===== config.mk =====
export PLATFORM = sky130hd
export DESIGN_NAME = mem_arbiter_ctrl
export DESIGN_NICKNAME = d
export VERILOG_FILES = /design/src/rtl/mem_arbiter_ctrl.sv
export SDC_FILE = /design/constraint.sdc
export NUM_CORES = 1
export LEC_CHECK = 0
export CAP_MARGIN = 20
export CORE_AREA = 2 2 133 135
export CTS_BUF_LIST = sky130_fd_sc_hd__clkbuf_8
export DETAILED_ROUTE_END_ITERATION = 10
export DIE_AREA = 0 0 135 137
export PLACE_DENSITY = 0.77
export SYNTH_ARGS = -nofsm -noshare
export SYNTH_HDL_FRONTEND = slang
export SYNTH_SLANG_ARGS = --single-unit

===== constraint.sdc =====
create_clock -name clk -period 3.06 [get_ports clk]
set_clock_uncertainty 0.1 [all_clocks]
set_input_delay 0.306 -clock clk [delete_from_list [all_inputs] [get_ports clk]]
set_output_delay 0.306 -clock clk [all_outputs]
set_load 0.005 [all_outputs]

===== src/rtl/mem_arbiter_ctrl.sv =====
// Arbitrates the shared byte-wide synchronous-read RAM between instruction fetch and the MEM stage.
// Each access is split into one RAM cycle per byte; read bytes are assembled little-endian.
module mem_arbiter_ctrl #(
  parameter int unsigned ADDR_W = 17,
  parameter int unsigned DATA_W = 32
) (
  input  logic              clk,
  input  logic              rst,
  input  logic              if_req_i,
  input  logic [ADDR_W-1:0] if_addr_i,
  input  logic              if_cancel_i,
  output logic [DATA_W-1:0] if_data_o,
  output logic              if_done_o,
  input  logic              mem_req_i,
  input  logic              mem_we_i,
  input  logic [1:0]        mem_size_i,
  input  logic [ADDR_W-1:0] mem_addr_i,
  input  logic [DATA_W-1:0] mem_wdata_i,
  output logic [DATA_W-1:0] mem_rdata_o,
  output logic              mem_done_o,
  output logic              busy_o,
  output logic [ADDR_W-1:0] ram_addr_o,
  output logic              ram_wr_o,
  output logic [7:0]        ram_dout_o,
  input  logic [7:0]        ram_din_i
);

  localparam int unsigned IDX_W = 3;

  typedef enum logic [1:0] {IDLE, RD, WR, DONE} state_t;

  state_t              state_q, state_d;
  logic [IDX_W-1:0]    idx_q, idx_d;
  logic [IDX_W-1:0]    len_q, len_d;
  logic [ADDR_W-1:0]   base_q, base_d;
  logic                own_mem_q, own_mem_d;
  logic                we_q, we_d;
  logic [DATA_W-1:0]   wdata_q, wdata_d;
  logic [DATA_W-1:0]   rbuf_q, rbuf_d;

  logic [DATA_W-1:0]   if_data_d, mem_rdata_d;
  logic                if_done_d, mem_done_d, busy_d, ram_wr_d;
  logic [ADDR_W-1:0]   ram_addr_d;
  logic [7:0]          ram_dout_d;

  // Next-state logic; RAM outputs are computed from the next state so the
  // registered address/strobe lines up with the cycle that owns them.
  always_comb begin
    state_d     = state_q;
    idx_d       = idx_q;
    len_d       = len_q;
    base_d      = base_q;
    own_mem_d   = own_mem_q;
    we_d        = we_q;
    wdata_d     = wdata_q;
    rbuf_d      = rbuf_q;
    if_data_d   = if_data_o;
    mem_rdata_d = mem_rdata_o;
    if_done_d   = 1'b0;
    mem_done_d  = 1'b0;
    ram_addr_d  = ram_addr_o;
    ram_wr_d    = 1'b0;
    ram_dout_d  = ram_dout_o;
    busy_d      = 1'b0;

    case (state_q)
      IDLE: begin
        if (mem_req_i) begin
          own_mem_d = 1'b1;
          we_d      = mem_we_i;
          base_d    = mem_addr_i;
          wdata_d   = mem_wdata_i;
          rbuf_d    = '0;
          idx_d     = '0;
          case (mem_size_i)
            2'b00:   len_d = 3'd1;
            2'b01:   len_d = 3'd2;
            default: len_d = 3'd4;
          endcase
          state_d = mem_we_i ? WR : RD;
        end else if (if_req_i && !if_cancel_i) begin
          own_mem_d = 1'b0;
          we_d      = 1'b0;
          base_d    = if_addr_i;
          rbuf_d    = '0;
          idx_d     = '0;
          len_d     = 3'd4;
          state_d   = RD;
        end
      end
      RD: begin
        if (!own_mem_q && if_cancel_i) begin
          state_d = IDLE;
          idx_d   = '0;
        end else begin
          // RAM data lags its address by one cycle, so capture the previous byte.
          if (idx_q != 3'd0) rbuf_d[{2'(idx_q - 3'd1), 3'b000} +: 8] = ram_din_i;
          idx_d = idx_q + 3'd1;
          if (idx_q == len_q) state_d = DONE;
        end
      end
      WR: begin
        idx_d = idx_q + 3'd1;
        if (idx_q == len_q - 3'd1) state_d = DONE;
      end
      DONE: begin
        state_d = IDLE;
        idx_d   = '0;
        if (own_mem_q) begin
          mem_done_d = 1'b1;
          if (!we_q) mem_rdata_d = rbuf_q;
        end else begin
          if_done_d = 1'b1;
          if_data_d = rbuf_q;
        end
      end
      default: state_d = IDLE;
    endcase

    if (state_d == WR) begin
      ram_wr_d   = 1'b1;
      ram_addr_d = base_d + ADDR_W'(idx_d);
      ram_dout_d = wdata_d[{idx_d[1:0], 3'b000} +: 8];
    end else if (state_d == RD && idx_d < len_d) begin
      ram_addr_d = base_d + ADDR_W'(idx_d);
    end
    busy_d = (state_d != IDLE);
  end

  always_ff @(posedge clk) begin
    if (rst) begin
      state_q     <= IDLE;
      idx_q       <= '0;
      len_q       <= '0;
      base_q      <= '0;
      own_mem_q   <= 1'b0;
      we_q        <= 1'b0;
      wdata_q     <= '0;
      rbuf_q      <= '0;
      if_data_o   <= '0;
      if_done_o   <= 1'b0;
      mem_rdata_o <= '0;
      mem_done_o  <= 1'b0;
      busy_o      <= 1'b0;
      ram_addr_o  <= '0;
      ram_wr_o    <= 1'b0;
      ram_dout_o  <= '0;
    end else begin
      state_q     <= state_d;
      idx_q       <= idx_d;
      len_q       <= len_d;
      base_q      <= base_d;
      own_mem_q   <= own_mem_d;
      we_q        <= we_d;
      wdata_q     <= wdata_d;
      rbuf_q      <= rbuf_d;
      if_data_o   <= if_data_d;
      if_done_o   <= if_done_d;
      mem_rdata_o <= mem_rdata_d;
      mem_done_o  <= mem_done_d;
      busy_o      <= busy_d;
      ram_addr_o  <= ram_addr_d;
      ram_wr_o    <= ram_wr_d;
      ram_dout_o  <= ram_dout_d;
    end
  end

endmodule


==> After elaboration in Yosys (flattened, before gate mapping) <==
Cells that the tools add are included.
{ "classes": {"order_cmp": 1, "eq_ne": 11, "addsub": 5, "mux": 34, "shift": 3, "n_reduce_logical": 17, "bitwise": 3} }
{ "op_table": {"columns": ["operator", "n"], "rows": [
  ["2-to-1 mux 32 bit", 6],
  ["2-to-1 mux 17 bit", 5],
  ["case mux 32 bit (2 select lines)", 1],
  ["bitwise mux 32 bit", 1],
  ["variable shift 8 x 7 -> 32 bit (first input constant)", 1],
  ["variable part select 32 x 6 -> 8 bit", 1],
  ["variable part select 8 x 7 -> 32 bit", 1],
  ["2-to-1 mux 3 bit", 6],
  ["adder 17 x 3 -> 17 bit", 1],
  ["2-to-1 mux 2 bit", 6],
  ["case mux 3 bit (4 select lines)", 1],
  ["case mux 2 bit (4 select lines)", 1],
  ["nonzero test 2 bit", 4],
  ["negator 5 -> 7 bit", 1],
  ["== test 2 x 1 -> 1 bit (second input constant)", 3],
  ["== test 2 bit (second input constant)", 3],
  ["== test 3 bit", 2],
  ["2-to-1 mux 1 bit", 6],
  ["case mux 3 bit (2 select lines)", 1],
  ["zero test 2 bit", 2],
  ["!= test 2 bit (second input constant)", 2],
  ["AND reduction 2 bit", 2],
  ["AND reduction 4 bit", 1],
  ["adder 3 x 1 -> 3 bit (second input constant)", 1],
  ["10 further kinds", 15]
]} }
{ "totals": {"ff_bits": 184, "output_inout_bits": 93, "inputBits": 82, "elab_cells": 90} }

==> Depth between registers and ports, before layout <==
{ "depth": {"word_depth": 9, "mapped_depth": 15} }

==> Worst setup path before layout <==
No wires, ideal clock.
{ "synth_path": {"path_type": "reg-to-reg", "startpoint": "reg idx_q[0]", "endpoint": "reg ram_addr_o[5]", "required_time_ps": 2816, "setup_slack_ps": -219, "setup_time_ps": 144, "period_less_slack_ps": 3279, "arrival_time_ps": 3035, "path_buffers": 2, "path_stages_with_launch": 14, "cell_sequence": "dfxtp_1 -> buf_2 -> inv_1 -> ha_1 -> a21oi_1 -> o21ai_2 -> buf_2 -> ha_1 -> a21o_1 -> a21oi_1 -> or3_1 -> a21oi_1 -> o311ai_1 -> a21oi_1"} }
{ "synth_via": {"elab_cells_between_ends": 19, "classes_between": "add/sub (2); order compare (1); eq/ne (4); mux (10); reduce/logical (2)"} }
{ "synth_lines": {"columns": ["item", "line", "source"], "rows": [
  ["start, declared", "33", "logic [IDX_W-1:0] idx_q, idx_d;"],
  ["start signal, assigned", "150", "idx_q <= idx_d;"],
  ["adder 3 x 1 -> 3 bit (*)", "98, 103", null],
  ["2-to-1 mux 3 bit", "92", "if (!own_mem_q && if_cancel_i) begin"],
  ["case mux 3 bit (4 select lines) (*)", "66", "case (state_q)"],
  ["named net idx_d[1]", "33", null],
  ["adder 17 x 3 -> 17 bit / less-than comparator 3 bit (equally long branches)", "122, 125, 124", null],
  ["2-to-1 mux 17 bit / logical AND 1 bit (equally long branches)", "124", "end else if (state_d == RD && idx_d < len_d) begin"],
  ["2-to-1 mux 17 bit / nonzero test 2 bit (equally long branches)", null, null],
  ["end signal, assigned", "162", "ram_addr_o <= ram_addr_d;"],
  ["end, declared", "22", "output logic [ADDR_W-1:0] ram_addr_o,"]
]} }
Mark *: on every way through the listed nets, which the timed path passes. The rest lies on a longest branch. The select of a mux whose other input is x is not followed.
A chain may end at the register's enable or synchronous reset.

==> Final worst setup path <==
{ "layout_path": {"startpoint": "reg state_q[0]", "endpoint": "reg ram_addr_o[5]"} }
{ "layout_via": {"elab_cells_between_ends": 21, "classes_between": "add/sub (1); order compare (1); eq/ne (5); mux (11); reduce/logical (3)"} }
{ "layout_lines": {"columns": ["item", "line", "source"], "rows": [
  ["start, declared", "32", "state_t state_q, state_d;"],
  ["start signal, assigned", "149", "state_q <= state_d;"],
  ["zero test 2 bit (*)", "66", null],
  ["2-to-1 mux 17 bit (*)", "66", null],
  ["named net base_d[1]", "35", "logic [ADDR_W-1:0] base_q, base_d;"],
  ["adder 17 x 3 -> 17 bit (*)", "122, 125", null],
  ["2-to-1 mux 17 bit", "124", null],
  ["2-to-1 mux 17 bit (*)", "120", "if (state_d == WR) begin"]
]} }
Marks and branches as above.

==> results.py <==
metrics = {
    "grt": {
        "grt_max_degree": 72,
        "grt_antenna_before_repair": 0,
        "grt_pass1_vias": 6544,
        "grt.total_usage_pct": 21.9,
        "gr-total-overflow": 0,
        "grt_first_pass_wirelength_um": 32300,
    },
    "flow_run": {
        "drv_cap": 0,
    },
    "clock_network": {
        "cts_setup_buffers": 0,
        "cts_tree": "built",
        "clk_pin_slew_worst_paths_ps": 90,
        "root_buffer": "clkbuf_8",
        "cts_max_level": 4,
        "clock_path_buffers": 2,
        "numCtsBuffers": 17,
        "clock_latency_ps": 450,
        "cts.sinks": 184,
    },
    "logic_synthesis": {
        "synthFlopType": "dfxtp_1",
        "synth_area_per_cell_sq_um": 8.76,
        "synth_cells": 902,
        "yosysWarnings": 0,
        "synth_edf_count": 0,
        "syn-num-nets": 996,
        "async_reset_ff_share_pct": 0,
        "yosysSeqAreaShare_pct": 46.6,
        "synth_area_sq_um": 7900,
        "ys_seq_elements": 184,
        "ys_types": 64,
    },
    "cells_and_area": {
        "drive_gt1_share_pct": 11.6,
        "stdcell_area_sq_um": 10400,
        "diodes": 0,
        "syn2layout_area_growth_pct": 31.6,
        "final_core_util_pct": 60.9,
        "fin_nets": 1180,
        "final.fill_count": 1563,
    },
    "routing": {
        "top_layer": "met4",
        "drt-total-wl_um": 20300,
        "ant_nets": 0,
        "wl_met1_um": 8840,
        "wire_per_inst_um": 15.3,
        "drt_iter0_drc": 470,
        "wl_met3_um": 1450,
        "wl_met2_um": 9680,
        "via_count": 7010,
        "drc": 0,
        "avgViaCountPerCell": 5.29,
        "dr.pass1.iters": 5,
    },
    "status": {
        "status": "finished clean",
    },
    "sta": {
        "finalCritPeriodShare_pct": 93.2,
        "fmax_mhz": 351,
        "slew_headroom_pct": 56.4,
        "setup_viol": 0,
        "max_slew.worst_pin.slew_ps": 650,
        "hold_viol": 0,
        "period_needed_ps": 2850,
        "drv_slew": 0,
        "rsz0062_at_grt": "false",
    },
    "setup_path": {
        "path_class": "flop to flop",
        "start_kind": "flop",
        "cp_data_required_time_ps": 3350,
        "endpoint_kind": "flop",
        "cp.arrival_ps": 3140,
        "crit_fanout": 11,
    },
    "placement": {
        "port_buffers": 174,
        "gp_congestion": 0.897,
        "place_area_sq_um": 10000,
        "dp_hpwl_um": 14600,
    },
    "floorplan": {
        "pin_count": 175,
        "core_sq_um": 17100,
        "start_util_pct": 46.3,
        "dieWidth_um": 135,
        "row_count": 48,
        "dieArea_sq_um": 18500,
        "die_h_um": 137,
    },
    "power": {
        "ir_worst_vdd_uv": 291,
        "leakage_nw": 3.75,
        "p_per_area_nw_per_um2": 532,
    },
    "min_path": {
        "hold_path_class": "input port to flop",
    },
}
[critical path: stages, from the launching register on]
cell	delay, ps
dfxtp_2	400
or4b_4	570
o22ai_1	150
a21oi_1	120
ha_1	290
a21o_1	210
a21oi_4	240
buf_4	170
o21ai_0	80
a21oi_1	160
o311ai_1	130
a21oi_1	150
[layer usage]
layer	GRT usage, %	up-vias
met5	0	-
met4	6.77	0
met3	5.56	26
met2	36.0	235
met1	28.3	3279
li1	-	3470
[stage by stage]
step / hold WS, ps / TNS [ps] / power [W] / worst slack (ps) / instances
2_1_floorplan: 345 / 0 / 0.00350 / 18.0 / 902
3_3_place_gp: 342 / -754 / 0.00398 / -157 / 1292
3_5_place_dp: 345 / -1880 / 0.00400 / -176 / 1292
4_1_cts: 141 / 0 / 0.00558 / 126 / 1324
5_1_grt: 155 / 0 / 0.00580 / 19.3 / 1324
6_report: 146 / 0 / 0.00553 / 209 / 1324
[area by class of cell]
type	count	area, sq um	share of cell area, %
repair buffers	223	2150	20.7
clock buffers	19	262	2.52
well taps	225	282	2.71
flip-flops and latches	184	3680	35.5
multi-input cells	652	3870	37.2
clock inverters	13	121	1.17
inverters	8	30.0	0.289
[repair_timing]
item | in CTS | in global routing
hold buffers | 0 | 0
gates resized for setup | 0 | 1
endpoints found under the setup margin | 0 | 8
[cells in the final DEF, fill, tap and decap left out, drive strengths merged, types with 2 or more instances in the layout]
cell	Yosys	routed
nand2b	6	6
a31oi	3	3
a21o	9	9
or2	5	5
clkinvlp	0	2
o22ai	23	23
o21a	4	4
a22oi	11	11
mux4	3	3
nand3	30	30
nand2	166	166
and2	5	5
o21ai	13	13
nor4	6	6
a211oi	27	27
nor2b	13	13
xor2	10	10
clkbuf	38	19
dfxtp	184	184
nor2	106	106
nor3	10	10
xnor2	9	9
o311ai	3	3
a21oi	114	114
or3	3	3
clkinv	0	8
clkdlybuf4s50	0	173
buf	20	50
ha	11	11
mux2i	45	45
inv	8	10
[power by group]
group          switching [W]  internal, W  leakage, nW
clock               0.000887     0.000694        0.195
sequential         0.0000825      0.00254         1.50
combinational       0.000685     0.000644         2.05
total                0.00165      0.00388         3.75
[cell families after synthesis]
logic type	share of synthesized area, %
AOI/OAI and AO/OA	17.6
muxes	6.86
buffers and inverters	4.58
DFF	46.6
adders and majority gates	2.00
xor gates and xnor gates	2.11
and+or+nand+nor	20.2
[cell usage after synthesis (7+ instances only)]
cell,n,area [sq um]
dfxtp_1,184,3680
nand2_1,166,623
a21oi_1,113,566
nor2_1,103,387
mux2i_1,44,440
clkbuf_1,38,143
nand3_1,30,150
o22ai_1,23,144
a211oi_2,15,188
nor2b_1,13,81.3
a211oi_1,12,90.1
a22oi_1,11,82.6
ha_1,11,138
xor2_1,10,87.6
xnor2_1,9,78.8
a21o_1,8,60.1
nor3_1,8,40.0
buf_6,7,78.8
[sequential cells by signal (all words and copies together) (netlist names), 3 cells and up]
signal,flops
if_data_o,32
mem_rdata_o,32
rbuf_q,32
wdata_q,32
base_q,17
ram_addr_o,17
ram_dout_o,8
idx_q,3
len_q,3
[worst paths after layout]
kind	startpoint	endpoint	slack, ps	cells after the start
worst max-delay path	state_q[0]	ram_addr_o[5]	210	11
worst min-delay path	rst	wdata_q[27]	150	2
worst max register to register	state_q[0]	ram_addr_o[5]	210	11
worst min register to register	mem_rdata_o[5]	mem_rdata_o[5]	360	2
Power figures use the tool's default switching activity.
